**config.mk**
```make
export PLATFORM = sky130hd
export DESIGN_NAME = ber_window_counter
export DESIGN_NICKNAME = d
export VERILOG_FILES = /design/src/rtl/ber_pkg.sv /design/src/rtl/ber_xor_popcount.sv /design/src/rtl/ber_window_counter.sv
export SDC_FILE = /design/constraint.sdc
export NUM_CORES = 1
export LEC_CHECK = 0
export ABC_AREA = 1
export CORE_MARGIN = 2
export CORE_UTILIZATION = 54
export CTS_BUF_LIST = sky130_fd_sc_hd__clkbuf_8
export CTS_CLUSTER_SIZE = 14
export DETAILED_ROUTE_END_ITERATION = 8
export HOLD_SLACK_MARGIN = 0.08
export PLACE_DENSITY = 0.95
export REMOVE_ABC_BUFFERS = 1
export SYNTH_ARGS = -nofsm -noshare
export SYNTH_HDL_FRONTEND = slang
export SYNTH_SLANG_ARGS = --single-unit
```
**constraint.sdc**
```tcl
create_clock -name clk -period 13.1 [get_ports clk]
set_input_delay 3.93 -clock clk [delete_from_list [all_inputs] [get_ports clk]]
set_output_delay 3.93 -clock clk [all_outputs]
set_load 0.1 [all_outputs]
```
**src/rtl/ber_pkg.sv**
```systemverilog
// Shared types and helpers for the BER window counter.
package ber_pkg;

    typedef enum logic [1:0] {IDLE, RUN, DRAIN, DONE} ber_state_t;

    // Width needed to hold a popcount of a w-bit word (0..w inclusive).
    function automatic int pcw(input int w);
        return $clog2(w + 1);
    endfunction

endpackage

```
**src/rtl/ber_xor_popcount.sv**
```systemverilog
// Combinational bit-error count of one word pair: popcount(a ^ b).
module ber_xor_popcount
    import ber_pkg::*;
#(
    parameter int W = 32
) (
    input  logic [W-1:0]       a,
    input  logic [W-1:0]       b,
    output logic [pcw(W)-1:0]  out
);

    localparam int PCW = pcw(W);

    logic [W-1:0] d;

    assign d = a ^ b;

    always_comb begin
        // NOTE: the default ahead of the loop keeps every path assigned, so no latch is inferred.
        out = '0;
        for (int i = 0; i < W; i++) begin
            out = out + PCW'(d[i]);
        end
    end

endmodule

```
**src/rtl/ber_window_counter.sv**
```systemverilog
// Windowed bit-error counter: two-stage popcount/accumulate over WIN_WORDS beats.
// Define BER_SAT_EN to make err_count saturate and drive a sticky overflow flag.
module ber_window_counter
    import ber_pkg::*;
#(
    parameter int W         = 32,
    parameter int WIN_WORDS = 1024,
    parameter int CW        = 32
) (
    input  logic                           clk,
    input  logic                           rst_n,
    input  logic                           start,
    input  logic                           in_valid,
    output logic                           in_ready,
    input  logic [W-1:0]                   tx_word,
    input  logic [W-1:0]                   rx_word,
    output logic [CW-1:0]                  err_count,
    output logic [$clog2(WIN_WORDS+1)-1:0] word_count,
    output logic                           busy,
    output logic                           done,
    output logic                           overflow
);

    localparam int PCW = pcw(W);
    localparam int WCW = $clog2(WIN_WORDS + 1);

    ber_state_t     state;
    logic [PCW-1:0] pc_d;
    logic [PCW-1:0] pc_q;
    logic           v_q;
    logic           restart;
    logic           accept;

    ber_xor_popcount #(.W(W)) u_popcount (
        .a   (tx_word),
        .b   (rx_word),
        .out (pc_d)
    );

    // A start during DRAIN is ignored so the final beat always lands.
    assign restart  = start && (state != DRAIN);
    assign in_ready = (state == RUN) && !start;
    assign accept   = in_valid && in_ready;
    assign busy     = (state == RUN) || (state == DRAIN);
    assign done     = (state == DONE);

`ifdef BER_SAT_EN
    logic [CW:0] sum;

    assign sum = {1'b0, err_count} + (CW+1)'(pc_q);
`else
    assign overflow = 1'b0;
`endif

    // NOTE: all state below uses non-blocking assignments so every register samples pre-edge values.
    always_ff @(posedge clk) begin
        if (!rst_n) begin
            state      <= IDLE;
            err_count  <= '0;
            word_count <= '0;
            pc_q       <= '0;
            v_q        <= 1'b0;
`ifdef BER_SAT_EN
            overflow   <= 1'b0;
`endif
        end else if (restart) begin
            state      <= RUN;
            err_count  <= '0;
            word_count <= '0;
            v_q        <= 1'b0;
`ifdef BER_SAT_EN
            overflow   <= 1'b0;
`endif
        end else begin
            if (v_q) begin
`ifdef BER_SAT_EN
                if (sum[CW]) begin
                    err_count <= '1;
                    overflow  <= 1'b1;
                end else begin
                    err_count <= sum[CW-1:0];
                end
`else
                err_count <= err_count + CW'(pc_q);
`endif
            end

            v_q <= accept;
            if (accept) begin
                pc_q       <= pc_d;
                word_count <= word_count + WCW'(1);
            end

            case (state)
                RUN:     if (accept && (word_count == WCW'(WIN_WORDS - 1))) state <= DRAIN;
                DRAIN:   state <= DONE;
                DONE:    state <= IDLE;
                default: state <= state;
            endcase
        end
    end

endmodule

```
---- Word level (Yosys, flattened, before mapping) ----
Index checks and enable logic that the tools add are counted.
operators by class
  $add $sub $neg .......................... 33
  equal/unequal tests ..................... 7
  mux-type cells .......................... 3
  bitwise logic cells ..................... 3
  reductions and logical operators ........ 12
operator list
  cell                     count
  $add A6 B1 Y6            30
  $add A32 B6 Y32          1
  $xor A32 B32 Y32         1
  $add A11 B1 Y11 const B  1
  $eq A11 B10 Y1 const B   1
  $pmux W2 S3              1
  $reduce_and A2 Y1        3
  $eq A2 B2 Y1 const B     2
  $logic_and A1 B1 Y1      4
  $reduce_bool A4 Y1       1
  $ne A3 B2 Y1 const B     1
  $reduce_bool A3 Y1       1
  $add A1 B1 Y2            1
  $eq A2 B1 Y1 const B     1
  $mux W2                  1
  $ne A2 B1 Y1 const B     1
  $ne A2 B2 Y1 const B     1
  $not A1 Y1               2
  $reduce_or A2 Y1         1
  $logic_not A1 Y1         1
  $logic_or A1 B1 Y1       1
  $mux W1                  1
word-level totals
  register bits ........................... 52
  input bits .............................. 68
  output and inout bits ................... 47
  word-level logic and storage cells ...... 64

---- Logic depth before layout (Yosys ltp) ----
Gate-level depths: netlist of the first run.
  depth after elaboration ................. 32
  gate-level depth with buffers ........... 16
  depth with buffers taken out ............ 16

---- By module ----
Synthesis of the first run repeated with hierarchy kept, for this count alone.
second synthesis, totals
  cell total of the unflattened synthesis .. 591
  area, all modules ....................... 4121.5 µm²
modules (own cells, without submodules)
  module              instances  cells an instance  area an instance (µm²)  sequential area each (µm²)
  ber_window_counter  1          474                3054.2                  1041.0
  ber_xor_popcount    1          117                1067.3                  0.0

---- Worst setup path before layout of the first run ----
OpenSTA, ideal clock, no wires.
  path kind ............................... input -> register
  from .................................... in rx_word[0]
  to ...................................... reg pc_q[4]
  setup time .............................. 0.122 ns
  data arrival time ....................... 8.647 ns
  data required time ...................... 12.978 ns
  slack ................................... 4.332 ns
  stages .................................. 16
  path buffers ............................ 0
  path through ............................ xor2_1 > ha_1 > fa_1 > fa_1 > fa_1 > fa_1 > inv_1 > fa_1 > fa_1 > fa_1 > inv_1 > fa_1 > nand3_1 > and3_1 > o21ai_0 > a21oi_1
on the way
  longest elaborated chain between the ends .. 32
ends and longest elaborated chain
  what                         line                      text
  from (decl)                  ber_window_counter.sv:16  input logic [W-1:0] rx_word,
  $xor A32 B32 Y32             ber_xor_popcount.sv:16    assign d = a ^ b;
  $add A1 B1 Y2                ber_xor_popcount.sv:22    out = out + PCW'(d[i]);
  $add A6 B1 Y6 (30 in a row)  ber_xor_popcount.sv:22
  to (signal assigned)         ber_window_counter.sv:90  pc_q <= pc_d;
  to (decl)                    ber_window_counter.sv:29  logic [PCW-1:0] pc_q;
Every way passes these cells.
A chain may end at the register's enable or synchronous reset.

---- Worst setup path after layout of the first run ----
  from .................................... in start
  to ...................................... out in_ready
on the way
  longest elaborated chain between the ends .. 2
ends and longest elaborated chain
  what                 line                      text
  from (decl)          ber_window_counter.sv:12  input logic start,
  $logic_not A1 Y1     ber_window_counter.sv:42  assign in_ready = (state == RUN) && !start;
  $logic_and A1 B1 Y1  ber_window_counter.sv:42
  to (decl)            ber_window_counter.sv:14  output logic in_ready,
Every way passes these cells.

==> results of run 1 <==
==> worst max-delay path, cell delays in order <==
cell and delay, ns:
sky130_fd_sc_hd__clkdlybuf4s50_1 0.52, sky130_fd_sc_hd__nor2_2 0.19, sky130_fd_sc_hd__clkdlybuf4s50_1 1.15
==> layer usage <==
metal | part of all wire [%] | vias to the layer above | routed length (um)
met5 | 0 | - | 0
met4 | 5.7 | 0 | 628
met3 | 7.8 | 69 | 865
met2 | 54 | 253 | 5940
met1 | 33 | 1889 | 3660
li1 | - | 1971 | -
==> state kept, by name (all words and copies together) (netlist names) <==
register and cells:
pc_q 6, err_count 32, word_count 11, v_q 1, state 2
==> cell families (layout without fill, tap and decap cells) <==
logic type                 Yosys count  count (layout)  share of synthesized area [%]
other                                1               1                         0.0939
xor gates and xnor gates            38              38                           8.34
DFF                                 52              52                           26.1
adders and majority gates           45              45                           18.8
AOI/OAI and AO/OA                   64              64                           8.30
and+or+nand+nor                    258             258                           28.9
buffers and inverters               93             206                           9.46
==> through the flow <==
| stage | setup WS (ns) | hold slack (ns) | instance area, um2 | util, % |
|---|---|---|---|---|
| final | 3.38 | 0.496 | 5310 | 73.7 |
| after CTS | 3.38 | 0.494 | 5310 | 73.7 |
| after floorplan | 4.33 | 0.447 | 3930 | - |
| after detailed placement | 3.40 | 0.480 | 5200 | 72.1 |
| after global placement | 3.43 | 0.469 | 5200 | 72.1 |
| after global routing | 3.30 | 0.510 | 5310 | 73.7 |
==> report_power, final <==
part	total, uW	internal, uW	leakage (uW)	switching, uW
registers	166	162	0.000419	4.08
clock network	111	56.6	0.0000541	54.5
logic	628	273	0.00167	355
==> final timing paths <==
check / slack [ns] / end / cells past startpoint / startpoint
setup / recovery: 3.38 / in_ready / 3 / start
hold / removal: 0.50 / word_count[9]$_SDFFE_PP0P_ / 2 / word_count[9]$_SDFFE_PP0P_
setup reg to reg: 10.97 / err_count[3]$_SDFFE_PP0P_ / 9 / state[0]$_SDFFE_PN0P_
hold reg to reg: 0.50 / word_count[9]$_SDFFE_PP0P_ / 2 / word_count[9]$_SDFFE_PP0P_
==> final cells by class <==
cell class / instances / share of cell area, %
clock inverter: 3 / 0.801
inverter: 83 / 5.91
tap: 99 / 2.33
sequential: 52 / 19.6
clock buffer: 5 / 1.30
multi-input combinational: 406 / 48.5
timing repair buffer: 115 / 21.6
==> layout by cell type (no fill, tap or decap), types with 2 or more instances in the layout <==
cell type and n:
sky130_fd_sc_hd__inv_1 81, sky130_fd_sc_hd__nor3_2 2, sky130_fd_sc_hd__fa_1 25, sky130_fd_sc_hd__nand2_1 112
sky130_fd_sc_hd__nand3_1 33, sky130_fd_sc_hd__nor2_1 64, sky130_fd_sc_hd__ha_1 20, sky130_fd_sc_hd__nor3_1 11
sky130_fd_sc_hd__nand4_1 12, sky130_fd_sc_hd__nand2_2 3, sky130_fd_sc_hd__nor3b_1 2, sky130_fd_sc_hd__nand3b_1 4
sky130_fd_sc_hd__nor2_2 8, sky130_fd_sc_hd__buf_4 2, sky130_fd_sc_hd__xor2_1 21, sky130_fd_sc_hd__a21oi_1 35
sky130_fd_sc_hd__dfxtp_1 52, sky130_fd_sc_hd__clkdlybuf4s50_1 113, sky130_fd_sc_hd__o21ai_0 23, sky130_fd_sc_hd__nand3_2 3
sky130_fd_sc_hd__clkbuf_8 5, sky130_fd_sc_hd__xnor2_1 17
==> out/summary.md, run 1 <==
Timing
* **Setup-failing EPs final** 0
* **clock tree skew after final layout** 0.00257 ns
* **final-report max-slew violation count** 0
* **Fin. Hold Viols** 0
* **transition time at the pin with the least slew margin** 0.997 ns
* **Slew HR** 33.3%
* **setup_tns** 0 ns
* **Max Freq** 103 MHz
* **share of the cycle needed by the critical path after routing** 74.2%
* **Min Clock Period, post-route** 9.72 ns
* **setup repair after global routing missed its margin** false

Clock network
* **Inserted Clock Buffers** 5
* **# hold bufs at CTS** 0
* **CTS H-Tree Depth** 2
* **number of gates resized after cts** 0
* **clock root buffer** sky130_fd_sc_hd__clkbuf_8
* **maximum number of buffers from clock root to sink** 2
* **clk slew on worst S/H paths** 0.09 ns
* **Setup Buffers After CTS** 0
* **source-to-sink clock delay at the later pin of the worst-skew pair** 0.31 ns
* **CTS Sinks** 52
* **TritonCTS clock tree** done

Detailed routing
* **Detailed Routing Iterations Pass 1** 5
* **total wire length** 11.1 mm
* **routed length per instance** 14.5 um
* **number of design rule violations left after detail routing** 0
* **DRC marker count from the first detailed-route iteration** 228
* **vias after detailed routing** 4182
* **Final ANT Viol Nets** 0
* **number of vias per cell** 5.48

Outcome
* **result of the run** completed

Global routing
* **GRT Overall Usage** 27.8%
* **global-route track usage on met2** 54.9%
* **global-route congestion overflow total** 0
* **wire length of the first global-routing pass** 18.5 mm
* **GR peak layer** met2
* **met1 usage** 26.9%
* **number of antenna violations at the first check in global routing** 0
* **largest net degree at the start of global routing** 31
* **met3 GRT Util** 4.61%
* **number of global-route vias before repair** 4327

Logic synthesis
* **ys async rst share** 0%
* **most frequent cells after synthesis** sky130_fd_sc_hd__nand2_1, sky130_fd_sc_hd__inv_1, sky130_fd_sc_hd__nor2_1, sky130_fd_sc_hd__dfxtp_1, sky130_fd_sc_hd__a21oi_1
* **top post-synthesis cells by area** sky130_fd_sc_hd__dfxtp_1, sky130_fd_sc_hd__fa_1, sky130_fd_sc_hd__nand2_1
* **synthesized flop and latch total** 52
* **synthesized netlist cell count** 551
* **Synth area leader** sky130_fd_sc_hd__dfxtp_1
* **top cell type's share of synthesized area** 26.1%
* **proportion of synthesized chip area in sequential cells** 26.1%
* **commonest register cell after synthesis** sky130_fd_sc_hd__dfxtp_1
* **total of warnings raised by yosys** 0
* **Mapped Area** 3990 um2
* **post-synthesis average cell area** 7.25 um2
* **distinct cell type count of the synthesized netlist** 35
* **dominant cell by count in the synthesized netlist** sky130_fd_sc_hd__nand2_1
* **count of flip-flops with a built-in enable after synthesis** 0

Floorplan
* **floorplan core area** 7210 um2
* **Row Count** 31
* **height of the die** 90.0 um
* **die boundary width** 90.0 um
* **Initial Utilization** 55.3%
* **Ports** 115
* **Die Footprint** 8100 um2

Setup path
* **Critical Path Sink Type** output port
* **startpoint type of the worst setup path** primary input
* **data required time at the worst endpoint** 9.17 ns
* **top fanout value on the critical path** 5
* **CP Data Arrival Time** 5.79 ns
* **critical path class** primary input to output port

Placed design
* **post-placement cell count** 755
* **half-perimeter wire length of the detailed placement result** 8.75 mm
* **count of input and output buffers** 113
* **gp weighted congestion** 0.925

Power and ir drop
* **post-layout power** 905 uW
* **reported leakage power** 0.00214 uW
* **power density normalized to cell area** 170 nW/um2
* **worst vdd rail ir drop** 204 uV

Final layout
* **count of filler cells inserted in the layout** 537
* **post-route non-filler standard cell count** 763
* **Area growth syn-to-layout** 33.1%
* **Final nets** 776
* **total area of multi-input combinational cells** 2580 um2
* **Ant. Diodes** 0
* **fraction of layout instances using a drive strength above 1** 4.67%
* **register area** 1040 um2

Worst hold path
* **Worst Hold Class** flop to flop

Job
* **max-capacitance violation count** 0

(Power assumes the default switching activity.)
==> inputs of run 2 (changes only) <==
Settings changed: CORE_UTILIZATION 54 to 50, PLACE_DENSITY 0.95 to 0.89.
Clock period 13.1 ns to 9.48 ns, I/O delays scaled along.
==> run 2 against run 1 <==
Net effect: critical endpoint is now pc_q[4]$_SDFFE_PN0P_; global-route usage decreased by 2.3 points; largest cell class unchanged; die area rose by 7.6%; clock power increased by 23%; highest routed layer unchanged; first-iteration DRC count is 42% lower.
==> out/summary.md, run 2 (synthesis results as in run 1) <==
Floorplan
* **Row Count** 32, was 31
* **die boundary width** 93.4 um, was 90.0 um
* **Die Footprint** 8720 um2, was 8100 um2
* **Initial Utilization** 51.7%, was 55.3%
* **height of the die** 93.4 um, was 90.0 um
* **Ports** 115, unchanged
* **floorplan core area** 7730 um2, was 7210 um2

Power and ir drop
* **power density normalized to cell area** 231 nW/um2, was 170 nW/um2
* **fraction of power consumed by sequential logic** 18.7%, was 18.4%
* **reported leakage power** 0.00214 uW, about the same
* **internal power of the cells** 656 uW, was 491 uW
* **Logic pwr share** 70.2%, was 69.4%
* **Net Switching** 570 uW, was 414 uW
* **share of total power consumed by net switching** 46.5%, was 45.7%
* **part of the total power dissipated in the clock network** 11.2%, was 12.3%
* **worst vdd rail ir drop** 225 uV, was 204 uV

Final layout
* **Area growth syn-to-layout** 32.8%, was 33.1%
* **Ant. Diodes** 0, unchanged
* **post-route non-filler standard cell count** 766, was 763
* **most common cell after layout, fill and taps aside** sky130_fd_sc_hd__clkdlybuf4s50_1, unchanged
* **Post-Layout Inst Area** 5300 um2, was 5310 um2
* **count of filler cells inserted in the layout** 612, was 537
* **register containing the most flip-flops in the final layout** err_count, unchanged
* **total area of multi-input combinational cells** 2580 um2, unchanged
* **register area** 1040 um2, unchanged
* **top flop regs** err_count x32, word_count x11, pc_q x6, unchanged
* **Final nets** 776, unchanged
* **fraction of layout instances using a drive strength above 1** 4.67%, unchanged
* **commonest cells after routing, fill and taps aside** sky130_fd_sc_hd__clkdlybuf4s50_1, sky130_fd_sc_hd__nand2_1, sky130_fd_sc_hd__inv_1, unchanged
* **flip-flop count of the largest register, all copies and words added** 32, unchanged

Detailed routing
* **Detailed Routing Iterations Pass 1** 5, unchanged
* **number of vias per cell** 5.26, was 5.48
* **number of design rule violations left after detail routing** 0, unchanged
* **Final ANT Viol Nets** 0, unchanged
* **DRC marker count from the first detailed-route iteration** 132, was 228
* **total wire length** 10.5 mm, was 11.1 mm
* **vias after detailed routing** 4028, was 4182
* **routed length per instance** 13.7 um, was 14.5 um

Setup path
* **crit path capture** pc_q[4]$_SDFFE_PN0P_, was in_ready
* **top fanout value on the critical path** 2, was 5
* **cell with the most instances on the worst path** sky130_fd_sc_hd__fa_1, was sky130_fd_sc_hd__clkdlybuf4s50_1
* **list of cells traversed by the critical path** clkdlybuf4s50_1 -> xor2_1 -> ha_1 -> fa_1 -> fa_1 -> fa_1 -> fa_1 -> inv_1 -> fa_1 -> fa_1 -> fa_1 -> inv_1 -> fa_1 -> nand3_1 -> and3_1 -> o21ai_0 -> a21oi_1, was clkdlybuf4s50_1 -> nor2_2 -> clkdlybuf4s50_1
* **critical path's largest stage delay** 0.56 ns, was 1.15 ns
* **worst flop-to-flop path startpoint** err_count[0]$_SDFFE_PP0P_, was state[0]$_SDFFE_PN0P_
* **Critical-path top delay cell** sky130_fd_sc_hd__fa_1, was sky130_fd_sc_hd__clkdlybuf4s50_1
* **number of stages on the worst setup path** 17, was 3
* **worst reg-to-reg path cell count** 12, was 9
* **R2R Setup Slk** 7.40 ns, was 10.97 ns
* **cell family contributing the most delay on the critical path** adder cells, was buffers and inverters
* **data required time at the worst endpoint** 9.69 ns, was 9.17 ns
* **Critical Path Sink Type** flop, was output port
* **buffer and inverter count on the worst path** 3, was 2
* **critical path class** primary input to flop, was primary input to output port
* **startpoint type of the worst setup path** primary input, unchanged
* **CP Data Arrival Time** 8.22 ns, was 5.79 ns
* **reg-to-reg endpoint** err_count[12]$_SDFFE_PP0P_, was err_count[3]$_SDFFE_PP0P_
* **CP startpoint** tx_word[1], was start

Clock network
* **CTS H-Tree Depth** 2, unchanged
* **TritonCTS clock tree** done, unchanged
* **Inserted Clock Buffers** 5, unchanged
* **Setup Buffers After CTS** 0, unchanged
* **CTS Sinks** 52, unchanged
* **maximum number of buffers from clock root to sink** 2, unchanged
* **# hold bufs at CTS** 0, unchanged
* **source-to-sink clock delay at the later pin of the worst-skew pair** 0.31 ns, about the same
* **clk slew on worst S/H paths** 0.11 ns, was 0.09 ns
* **clock root buffer** sky130_fd_sc_hd__clkbuf_8, unchanged
* **number of gates resized after cts** 0, unchanged

Global routing
* **number of global-route vias before repair** 4143, was 4327
* **GRT Overall Usage** 25.5%, was 27.8%
* **number of antenna violations at the first check in global routing** 0, unchanged
* **largest net degree at the start of global routing** 31, unchanged
* **wire length of the first global-routing pass** 18.0 mm, was 18.5 mm
* **global-route congestion overflow total** 0, unchanged

Timing
* **Slew HR** 32.9%, was 33.3%
* **setup repair after global routing missed its margin** false, unchanged
* **setup_tns** 0 ns, unchanged
* **transition time at the pin with the least slew margin** 1.00 ns, was 0.997 ns
* **share of the cycle needed by the critical path after routing** 84.5%
* **Max Freq** 125 MHz
* **clock tree skew after final layout** 0.00711 ns, was 0.00257 ns
* **Setup WS post-layout** 1.47 ns, was 3.38 ns
* **Setup-failing EPs final** 0, unchanged
* **Fin. Hold Viols** 0, unchanged
* **final-report max-slew violation count** 0, unchanged
* **Min Clock Period, post-route** 8.01 ns
* **Hold WS** 0.498 ns, was 0.496 ns

Placed design
* **gp weighted congestion** 0.900, was 0.925
* **half-perimeter wire length of the detailed placement result** 8.64 mm, was 8.75 mm
* **post-placement cell count** 758, was 755
* **count of input and output buffers** 113, unchanged
* **Setup WS pre-CTS** 1.13 ns, was 3.40 ns
* **area post-placement** 5210 um2, was 5200 um2

Outcome
* **result of the run** completed, unchanged

Worst hold path
* **worst hold start** word_count[9]$_SDFFE_PP0P_, unchanged
* **Worst Hold Class** flop to flop, unchanged

Job
* **max-capacitance violation count** 0, unchanged

## run 2: worst register-to-register path: stages, from the launching register on
cell and delay, ns:
sky130_fd_sc_hd__dfxtp_1 0.38, sky130_fd_sc_hd__ha_1 0.21, sky130_fd_sc_hd__inv_1 0.07, sky130_fd_sc_hd__fa_1 0.43, sky130_fd_sc_hd__inv_1 0.11, sky130_fd_sc_hd__nand2_1 0.09
sky130_fd_sc_hd__nand3_2 0.19, sky130_fd_sc_hd__nand2_4 0.11, sky130_fd_sc_hd__nor2_4 0.15, sky130_fd_sc_hd__nand2_1 0.08, sky130_fd_sc_hd__nand2_1 0.07, sky130_fd_sc_hd__inv_1 0.04
sky130_fd_sc_hd__nor2_1 0.09
## run 2: stage by stage
| step | util [%] | power (uW) |
|---|---|---|
| 2_1_floorplan | - | 879 |
| 3_5_place_dp | 67.4 | 1090 |
| 6_report | 68.6 | 1230 |
| 5_1_grt | 68.6 | 1370 |
| 3_3_place_gp | 67.4 | 995 |
| 4_1_cts | 68.6 | 1230 |
## run 2: power groups by stage
stage / clock network [uW] / logic, uW / registers (uW)
CTS: 139 / 860 / 229
floorplan: 0 / 644 / 235
finish: 137 / 860 / 229
global route: 148 / 988 / 230
global placement: 0 / 762 / 233
detailed placement: 0 / 853 / 234
## run 2: worst min path at each step
stage	depth (start not counted)	slack (ns)	endpoint
2_1_floorplan	2	0.45	pc_q[4]$_SDFFE_PN0P_
3_3_place_gp	1	0.47	word_count[6]$_SDFFE_PP0P_
3_5_place_dp	1	0.48	word_count[6]$_SDFFE_PP0P_
4_1_cts	2	0.50	err_count[0]$_SDFFE_PP0P_
5_1_grt	2	0.51	err_count[0]$_SDFFE_PP0P_
6_report	2	0.50	word_count[9]$_SDFFE_PP0P_
## run 2: routing by layer
metal	vias up	part of all wire, %	track usage [%]	wire length (um)
li1	1961	-	-	-
met1	1847	36	27.5	3810
met2	176	54	48.8	5670
met3	44	5.7	4.59	593
met4	0	3.7	9.93	384
met5	-	0	0	0
## run 2: area by class of cell
type	count	area share, %
Clock buffer	5	1.30
Clock inverter	3	0.519
Inverter	83	5.92
Multi-Input combinational cell	406	48.6
Sequential cell	52	19.6
Tap cell	102	2.41
Timing Repair Buffer	115	21.6
==> inputs of run 3 (changes only) <==
Clock period 9.48 ns to 8.35 ns, I/O delays scaled along.
==> run 3 against run 2 <==
Net effect: die area is the same; sequential share of layout area is essentially flat; clock skew shrank 0.0028 ns; critical endpoint unchanged; combinational power grew 13%; sequential power grew 14%; via count shrank 0.92%; count of clock-buffer cells in the layout is the same; core utilization shrank 0.081 points; routed wire length grew 1.7%; flip-flop and latch count is the same; global-route usage grew 0.14 points.
==> out/summary.md, run 3 (synthesis results as in run 1) <==
Outcome
* **result of the run** completed, unchanged

Floorplan
* **Row Count** 32, unchanged
* **Initial Utilization** 51.7%, unchanged
* **Die Footprint** 8720 um2, unchanged
* **height of the die** 93.4 um, unchanged
* **floorplan core area** 7730 um2, unchanged
* **die boundary width** 93.4 um, unchanged
* **Ports** 115, unchanged

Timing
* **Setup WS post-layout** 0.679 ns, was 1.47 ns
* **Max Freq** 130 MHz
* **Slew HR** 32.9%, about the same
* **Min Clock Period, post-route** 7.67 ns
* **clock tree skew after final layout** 0.00436 ns, was 0.00711 ns
* **transition time at the pin with the least slew margin** 1.00 ns, about the same
* **share of the cycle needed by the critical path after routing** 91.9%
* **setup_tns** 0 ns, unchanged
* **final-report max-slew violation count** 0, unchanged
* **Setup-failing EPs final** 0, unchanged
* **setup repair after global routing missed its margin** false, unchanged
* **Fin. Hold Viols** 0, unchanged

Placed design
* **post-placement cell count** 758, unchanged
* **half-perimeter wire length of the detailed placement result** 8.64 mm, about the same
* **Setup WS pre-CTS** 0.340 ns, was 1.13 ns
* **count of input and output buffers** 113, unchanged
* **gp weighted congestion** 0.900, unchanged

Clock network
* **# hold bufs at CTS** 0, unchanged
* **clk slew on worst S/H paths** 0.10 ns, was 0.11 ns
* **Inserted Clock Buffers** 5, unchanged
* **CTS Sinks** 52, unchanged
* **maximum number of buffers from clock root to sink** 2, unchanged
* **number of gates resized after cts** 0, unchanged
* **clock root buffer** sky130_fd_sc_hd__clkbuf_8, unchanged
* **Setup Buffers After CTS** 0, unchanged
* **source-to-sink clock delay at the later pin of the worst-skew pair** 0.31 ns, about the same
* **CTS H-Tree Depth** 2, unchanged
* **TritonCTS clock tree** done, unchanged

Final layout
* **flip-flop count of the largest register, all copies and words added** 32, unchanged
* **count of filler cells inserted in the layout** 606, was 612
* **Ant. Diodes** 0, unchanged
* **Area growth syn-to-layout** 32.7%, was 32.8%
* **post-route non-filler standard cell count** 766, unchanged
* **most common cell after layout, fill and taps aside** sky130_fd_sc_hd__clkdlybuf4s50_1, unchanged
* **top flop regs** err_count x32, word_count x11, pc_q x6, unchanged
* **Final nets** 776, unchanged
* **final core utilization** 68.5%, was 68.6%
* **register containing the most flip-flops in the final layout** err_count, unchanged
* **commonest cells after routing, fill and taps aside** sky130_fd_sc_hd__clkdlybuf4s50_1, sky130_fd_sc_hd__nand2_1, sky130_fd_sc_hd__inv_1, unchanged
* **fraction of layout instances using a drive strength above 1** 4.67%, unchanged

Global routing
* **number of global-route vias before repair** 4174, was 4143
* **number of antenna violations at the first check in global routing** 0, unchanged
* **GRT Overall Usage** 25.7%, was 25.5%
* **global-route congestion overflow total** 0, unchanged
* **wire length of the first global-routing pass** 18.1 mm, was 18.0 mm
* **largest net degree at the start of global routing** 31, unchanged

Setup path
* **Critical Path Sink Type** flop, unchanged
* **CP Data Arrival Time** 7.88 ns, was 8.22 ns
* **data required time at the worst endpoint** 8.56 ns, was 9.69 ns
* **startpoint type of the worst setup path** primary input, unchanged
* **top fanout value on the critical path** 2, unchanged
* **critical path class** primary input to flop, unchanged
* **R2R Setup Slk** 6.31 ns, was 7.40 ns

Detailed routing
* **routed length per instance** 13.9 um, was 13.7 um
* **DRC marker count from the first detailed-route iteration** 144, was 132
* **Detailed Routing Iterations Pass 1** 5, unchanged
* **Final ANT Viol Nets** 0, unchanged
* **total wire length** 10.6 mm, was 10.5 mm
* **number of vias per cell** 5.21, was 5.26
* **vias after detailed routing** 3991, was 4028
* **number of design rule violations left after detail routing** 0, unchanged

Power and ir drop
* **power density normalized to cell area** 262 nW/um2, was 231 nW/um2
* **post-layout power** 1390 uW, was 1230 uW
* **worst vdd rail ir drop** 261 uV, was 225 uV
* **reported leakage power** 0.00213 uW, was 0.00214 uW

Job
* **max-capacitance violation count** 0, unchanged

Worst hold path
* **Worst Hold Class** flop to flop, unchanged

[run 3: cell counts in the layout (fill, tap and decap cells not counted)]
Identical to the previous run, type by type.
[run 3: critical path, stage by stage]
cell and delay, ns:
sky130_fd_sc_hd__clkdlybuf4s50_1 0.47, sky130_fd_sc_hd__xor2_1 0.17, sky130_fd_sc_hd__ha_1 0.28, sky130_fd_sc_hd__fa_1 0.51
sky130_fd_sc_hd__fa_1 0.52, sky130_fd_sc_hd__fa_1 0.53, sky130_fd_sc_hd__fa_1 0.55, sky130_fd_sc_hd__inv_1 0.06
sky130_fd_sc_hd__fa_1 0.50, sky130_fd_sc_hd__fa_1 0.52, sky130_fd_sc_hd__fa_1 0.42, sky130_fd_sc_hd__inv_1 0.11
sky130_fd_sc_hd__fa_1 0.22, sky130_fd_sc_hd__nand3_1 0.10, sky130_fd_sc_hd__and3_1 0.19, sky130_fd_sc_hd__o21ai_0 0.15
sky130_fd_sc_hd__a21oi_1 0.08
[run 3: cell type report]
class	instances	area, um2	area share, %
clock inverters	3	21.3	0.402
flip-flops and latches	52	1040	19.7
multi-input cells	406	2580	48.7
clock buffers	5	68.8	1.30
inverters	83	314	5.93
repair buffers	115	1150	21.6
well taps	102	128	2.41
[run 3: worst paths after layout]
kind | start | to | cells past startpoint
hold / removal | err_count[0]$_SDFFE_PP0P_ | err_count[0]$_SDFFE_PP0P_ | 2
hold reg to reg | err_count[0]$_SDFFE_PP0P_ | err_count[0]$_SDFFE_PP0P_ | 2
setup / recovery | tx_word[1] | pc_q[4]$_SDFFE_PN0P_ | 17
setup reg to reg | err_count[0]$_SDFFE_PP0P_ | err_count[12]$_SDFFE_PP0P_ | 12
[run 3: metrics by stage]
stage,hold slack (ns),cell area [um2]
after floorplan,0.447,3930
after global routing,0.516,5300
final,0.498,5300
after CTS,0.497,5300
after detailed placement,0.478,5210
after global placement,0.470,5210
[run 3: layer usage]
metal | track usage (%) | routed length [um]
met5 | 0 | 0
met4 | 10.2 | 299
met3 | 4.11 | 510
met2 | 50.0 | 5910
met1 | 27.1 | 3920
[run 3: report_power, final]
group,internal [uW],leakage (uW),switching (uW),total [uW]
Clock,59.8,0.0000445,92.3,152
Sequential,254,0.000419,5.57,260
Combinational,430,0.00167,546,976
==> variant 1 (settings of run 3) <==
Compare `word_count` against `WCW'(WIN_WORDS - 1)` with >= in place of ==.
--- a/src/rtl/ber_window_counter.sv
+++ b/src/rtl/ber_window_counter.sv
@@ -92,7 +92,7 @@
             end
 
             case (state)
-                RUN:     if (accept && (word_count == WCW'(WIN_WORDS - 1))) state <= DRAIN;
+                RUN:     if (accept && (word_count >= WCW'(WIN_WORDS - 1))) state <= DRAIN;
                 DRAIN:   state <= DONE;
                 DONE:    state <= IDLE;
                 default: state <= state;
Behaviour: same outputs for any inputs over 10 cycles, from zero or initial values and one cycle with rst_n low; that may be too few to reach the edited logic, so the function may still have changed.
==> variant 1 against run 3 <==
  * Cell count decreased by 1.7%
  * Via count decreased by 0.35%
  * Synthesized area increased by 0.66%
  * Worst setup slack got worse by 0.072 ns
  * Wire length decreased by 5.6%
  * Global-route usage decreased by 1.0 points
  * Sequential cell count unchanged
  * Power increased by 2.5%
  * Register-to-register slack about the same
  * Die area increased by 0.63%
  * Design area increased by 0.66%
  * Critical endpoint unchanged
==> variant 1: results (changes against run 3) <==
[run_status]
outcome=completed  ; unchanged

[hold_path]
min_from=word_count[9]  ; was err_count[0]
min_to=word_count[9]  ; was err_count[0]

[worst_setup_path]
timing.rr.start=v_q  ; was err_count[0]
arrival_ns=7.94  ; was 7.88 ns
r2r_end=err_count[28]  ; was err_count[12]

[logic_synthesis]
synthTopCellsByArea=dfxtp_1 (26%), fa_1 (12%), nand2_1 (9.2%)  ; was dfxtp_1 (26%), fa_1 (13%), nand2_1 (11%)
synth-xor-area-share_pct=9.37  ; was 8.34%
synth-compound-area-share_pct=9.15  ; was 8.30%
netlist_top_cells_count=nand2_1 (98), inv_1 (73), nor2_1 (59)  ; was nand2_1 (112), inv_1 (81), nor2_1 (64)
synth_cell_type_count=33  ; was 35
synth_fa_ha_area_share_pct=18.7  ; was 18.8%
ys_seq_area_share_pct=25.9  ; was 26.1%

[cells_and_area]
fillCellCount=628  ; was 606
nNetsFinal=763  ; was 776
drive_gt1_share_pct=6.30  ; was 4.67%

[drt]
via_per_inst=5.28  ; was 5.21
vias=3977  ; was 3,991
dr.pass1.iters=4  ; was 5
wirelength_um=10100  ; was 10,600 um
drt_iter0_drc=109  ; was 144

[placed_design]
place_inst=745  ; was 758
hpwlAfterDp_um=8220  ; was 8640 um
place_congestion=0.873  ; was 0.900
post-place-ws_ns=0.261  ; was 0.340 ns

[sta]
worst_slew_pin_slew_ns=1.01  ; was 1.00 ns
skew_ns=0.00633  ; was 0.00436 ns
hold_ws_ns=0.480  ; was 0.498 ns

[grt]
grt_pass1_vias=4132  ; was 4,174
grt_max_degree=30  ; was 31

[power_and_ir_drop]
ir_drop_mv=0.400  ; was 0.261 mV

==> variant 1: changes by cell type after synthesis, moves of 4 or more <==
cell | before | now
inv_2 | 1 | 5
nand2_1 | 112 | 98
nor2_4 | 1 | 5
nand3_1 | 33 | 37
o21ai_0 | 23 | 16
a21oi_1 | 36 | 40
inv_1 | 81 | 73
nor2_1 | 64 | 59
==> variant 1: metrics by stage <==
step	util, %	instance area [um2]
2_1_floorplan	-	3970
3_3_place_gp	67.4	5240
5_1_grt	68.6	5330
3_5_place_dp	67.4	5240
4_1_cts	68.6	5330
6_report	68.6	5330
==> variant 1: how the worst max path moves through the flow <==
stage	slack, ns	from	end	depth (start not counted)
2_1_floorplan	1.01	rx_word[0]	pc_q[4]	16
3_3_place_gp	0.48	tx_word[0]	pc_q[4]	17
3_5_place_dp	0.26	rx_word[0]	pc_q[4]	17
4_1_cts	0.60	rx_word[0]	pc_q[4]	17
5_1_grt	0.33	tx_word[0]	pc_q[4]	17
6_report	0.61	rx_word[0]	pc_q[4]	17
==> variant 1: power by group <==
part | internal [uW] | switching, uW
logic | 434 | 576
clock network | 61.7 | 89.6
registers | 254 | 6.76
total | 751 | 672
==> variant 1: per-layer routing <==
metal  GRT usage [%]  share of wire [%]  vias up
met4            8.45                3.1        0
met2            47.3                 54      144
met5               0                  0        -
met3            2.89                4.7       26
li1                -                  -     1935
met1            27.9                 38     1872
==> variant 1: cell families (layout without fill, tap and decap cells) <==
kind of cell | count (synthesis) | count (layout)
buf+inv | 87 | 200
fa+ha+maj | 45 | 45
other cells | 1 | 1
simple gates | 242 | 242
compound gates | 68 | 68
flops | 52 | 52
xor+xnor | 43 | 43
==> variant 1: layout make-up <==
type	count	share of cell area [%]
timing repair buffer	114	21.4
clock inverter	3	0.516
clock buffer	5	1.29
multi-input combinational	399	49.4
sequential	52	19.5
tap	102	2.39
inverter	78	5.49
==> variant 1: worst reg2reg max path, delay by kind of cell, from the launching register on <==
family	cells	cell delay, ns
buffers and inverters	1	0.20
flip-flops	1	0.92
AND/OR/NAND/NOR	8	0.82
==> variant 2 (config.mk and constraints of run 3) <==
Made on the original files. Add a define of `BER_SAT_EN`.
--- a/src/rtl/ber_window_counter.sv
+++ b/src/rtl/ber_window_counter.sv
@@ -1,5 +1,7 @@
 // Windowed bit-error counter: two-stage popcount/accumulate over WIN_WORDS beats.
 // Define BER_SAT_EN to make err_count saturate and drive a sticky overflow flag.
+`define BER_SAT_EN
+
 module ber_window_counter
     import ber_pkg::*;
 #(
Behaviour: no difference found for any inputs over 4 cycles, from zero or initial values and one cycle with rst_n low; that may be too few to reach the edited logic, so the function may still have changed.
==> variant 2 against run 3 <==
  * Die area increased by 8.7%
  * Critical endpoint unchanged
  * Sequential cell count increased by 1
  * Worst setup slack got worse by 0.17 ns
  * Power increased by 1.8%
  * Wire length increased by 0.36%
  * Maximum frequency decreased by 2.2%
  * Design area increased by 7.2%
  * Clock skew increased by 0.0097 ns
  * Critical path depth increased by 2
  * Synthesized area increased by 9.1%
  * Via count increased by 8.7%
  * Hold slack got worse by 0.038 ns
  * Sequential share of layout area decreased by 0.96 points
==> variant 2: results (changes against run 3) <==
[sta]
post-route-period-util_pct=93.9  ; was 91.9%
hold_ws_ns=0.460  ; was 0.498 ns
skew_ns=0.0140  ; was 0.00436 ns
relSlewSlack_pct=34.3  ; was 32.9%

[logic_synthesis]
synthTopCellsByArea=dfxtp_1 (24%), nand2_1 (13%), fa_1 (11%)  ; was dfxtp_1 (26%), fa_1 (13%), nand2_1 (11%)
netlist_top_cells_count=nand2_1 (146), inv_1 (105), nor2_1 (58)  ; was nand2_1 (112), inv_1 (81), nor2_1 (64)
postSynthCellCount=624  ; was 551
ys_seq_area_share_pct=24.4  ; was 26.1%
synth_fa_ha_area_share_pct=17.2  ; was 18.8%
synth-compound-area-share_pct=6.84  ; was 8.30%
synth_warnings=0  ; unchanged
synth_cell_type_count=37  ; was 35

[power_and_ir_drop]
pg_clk_uw=159  ; was 152 uW
p_switching_uw=665  ; was 644 uW
leakagePower_uw=0.00247  ; was 0.00213 uW
ir_drop_mv=0.347  ; was 0.261 mV
comb_power_share_pct=69.8  ; was 70.3%
comb_power_uw=987  ; was 976 uW

[placed_design]
hpwlAfterDp_um=8680  ; was 8640 um
place_inst=836  ; was 758
post-place-ws_ns=0.182  ; was 0.340 ns
place_congestion=0.918  ; was 0.900
io_buffer_count=114  ; was 113

[worst_setup_path]
r2r_end=err_count[8]  ; was err_count[12]
rrSetupSlack_ns=5.64  ; was 6.31 ns
arrival_ns=8.09  ; was 7.88 ns
startpoint=tx_word[0]  ; was tx_word[1]

[run_status]
outcome=completed  ; unchanged

[grt]
grt_pass1_vias=4291  ; was 4,174
grtUsageTotal_pct=22.8  ; was 25.7%
grt_pass1_wl_um=18300  ; was 18,100 um

[cells_and_area]
final_cells=844  ; was 766
nNetsFinal=848  ; was 776

[drt]
wl_per_cell_um=12.7  ; was 13.9 um
drt_iter0_drc=155  ; was 144

[clock_network]
clk_path_buf_depth=2  ; unchanged
cts-root-buf=clkbuf_8  ; unchanged
htreeDepth=2  ; unchanged
cts_resized=0  ; unchanged

[hold_path]
min_from=overflow  ; was err_count[0]
min_to=overflow  ; was err_count[0]

-- variant 2: per-layer routing --
| metal | global-route usage, % | share of wire, % | up-vias |
|---|---|---|---|
| met3 | 4.03 | 5.8 | 29 |
| met4 | 8.44 | 2.8 | 0 |
| met2 | 43.5 | 52 | 162 |
| met5 | 0 | 0 | - |
| li1 | - | - | 2184 |
| met1 | 25.1 | 39 | 1965 |
-- variant 2: cell type report --
class	count	area [um2]
multi-input combinational	452	2830
tap	108	135
clock buffer	5	68.8
inverter	107	402
sequential	53	1060
timing repair buffer	116	1160
fill	748	2920
clock inverter	3	28.8
-- variant 2: critical path: stages --
cell and delay, ns:
clkdlybuf4s50_1 0.48, xor2_1 0.16, ha_1 0.27, fa_1 0.51, fa_1 0.53, fa_1 0.53, fa_1 0.55, inv_1 0.06
fa_1 0.50, fa_1 0.56, inv_1 0.06, fa_1 0.42, inv_1 0.10, fa_1 0.23, nor2_1 0.06, a211oi_1 0.21
xor2_1 0.18, nand2_1 0.07, a21oi_1 0.12
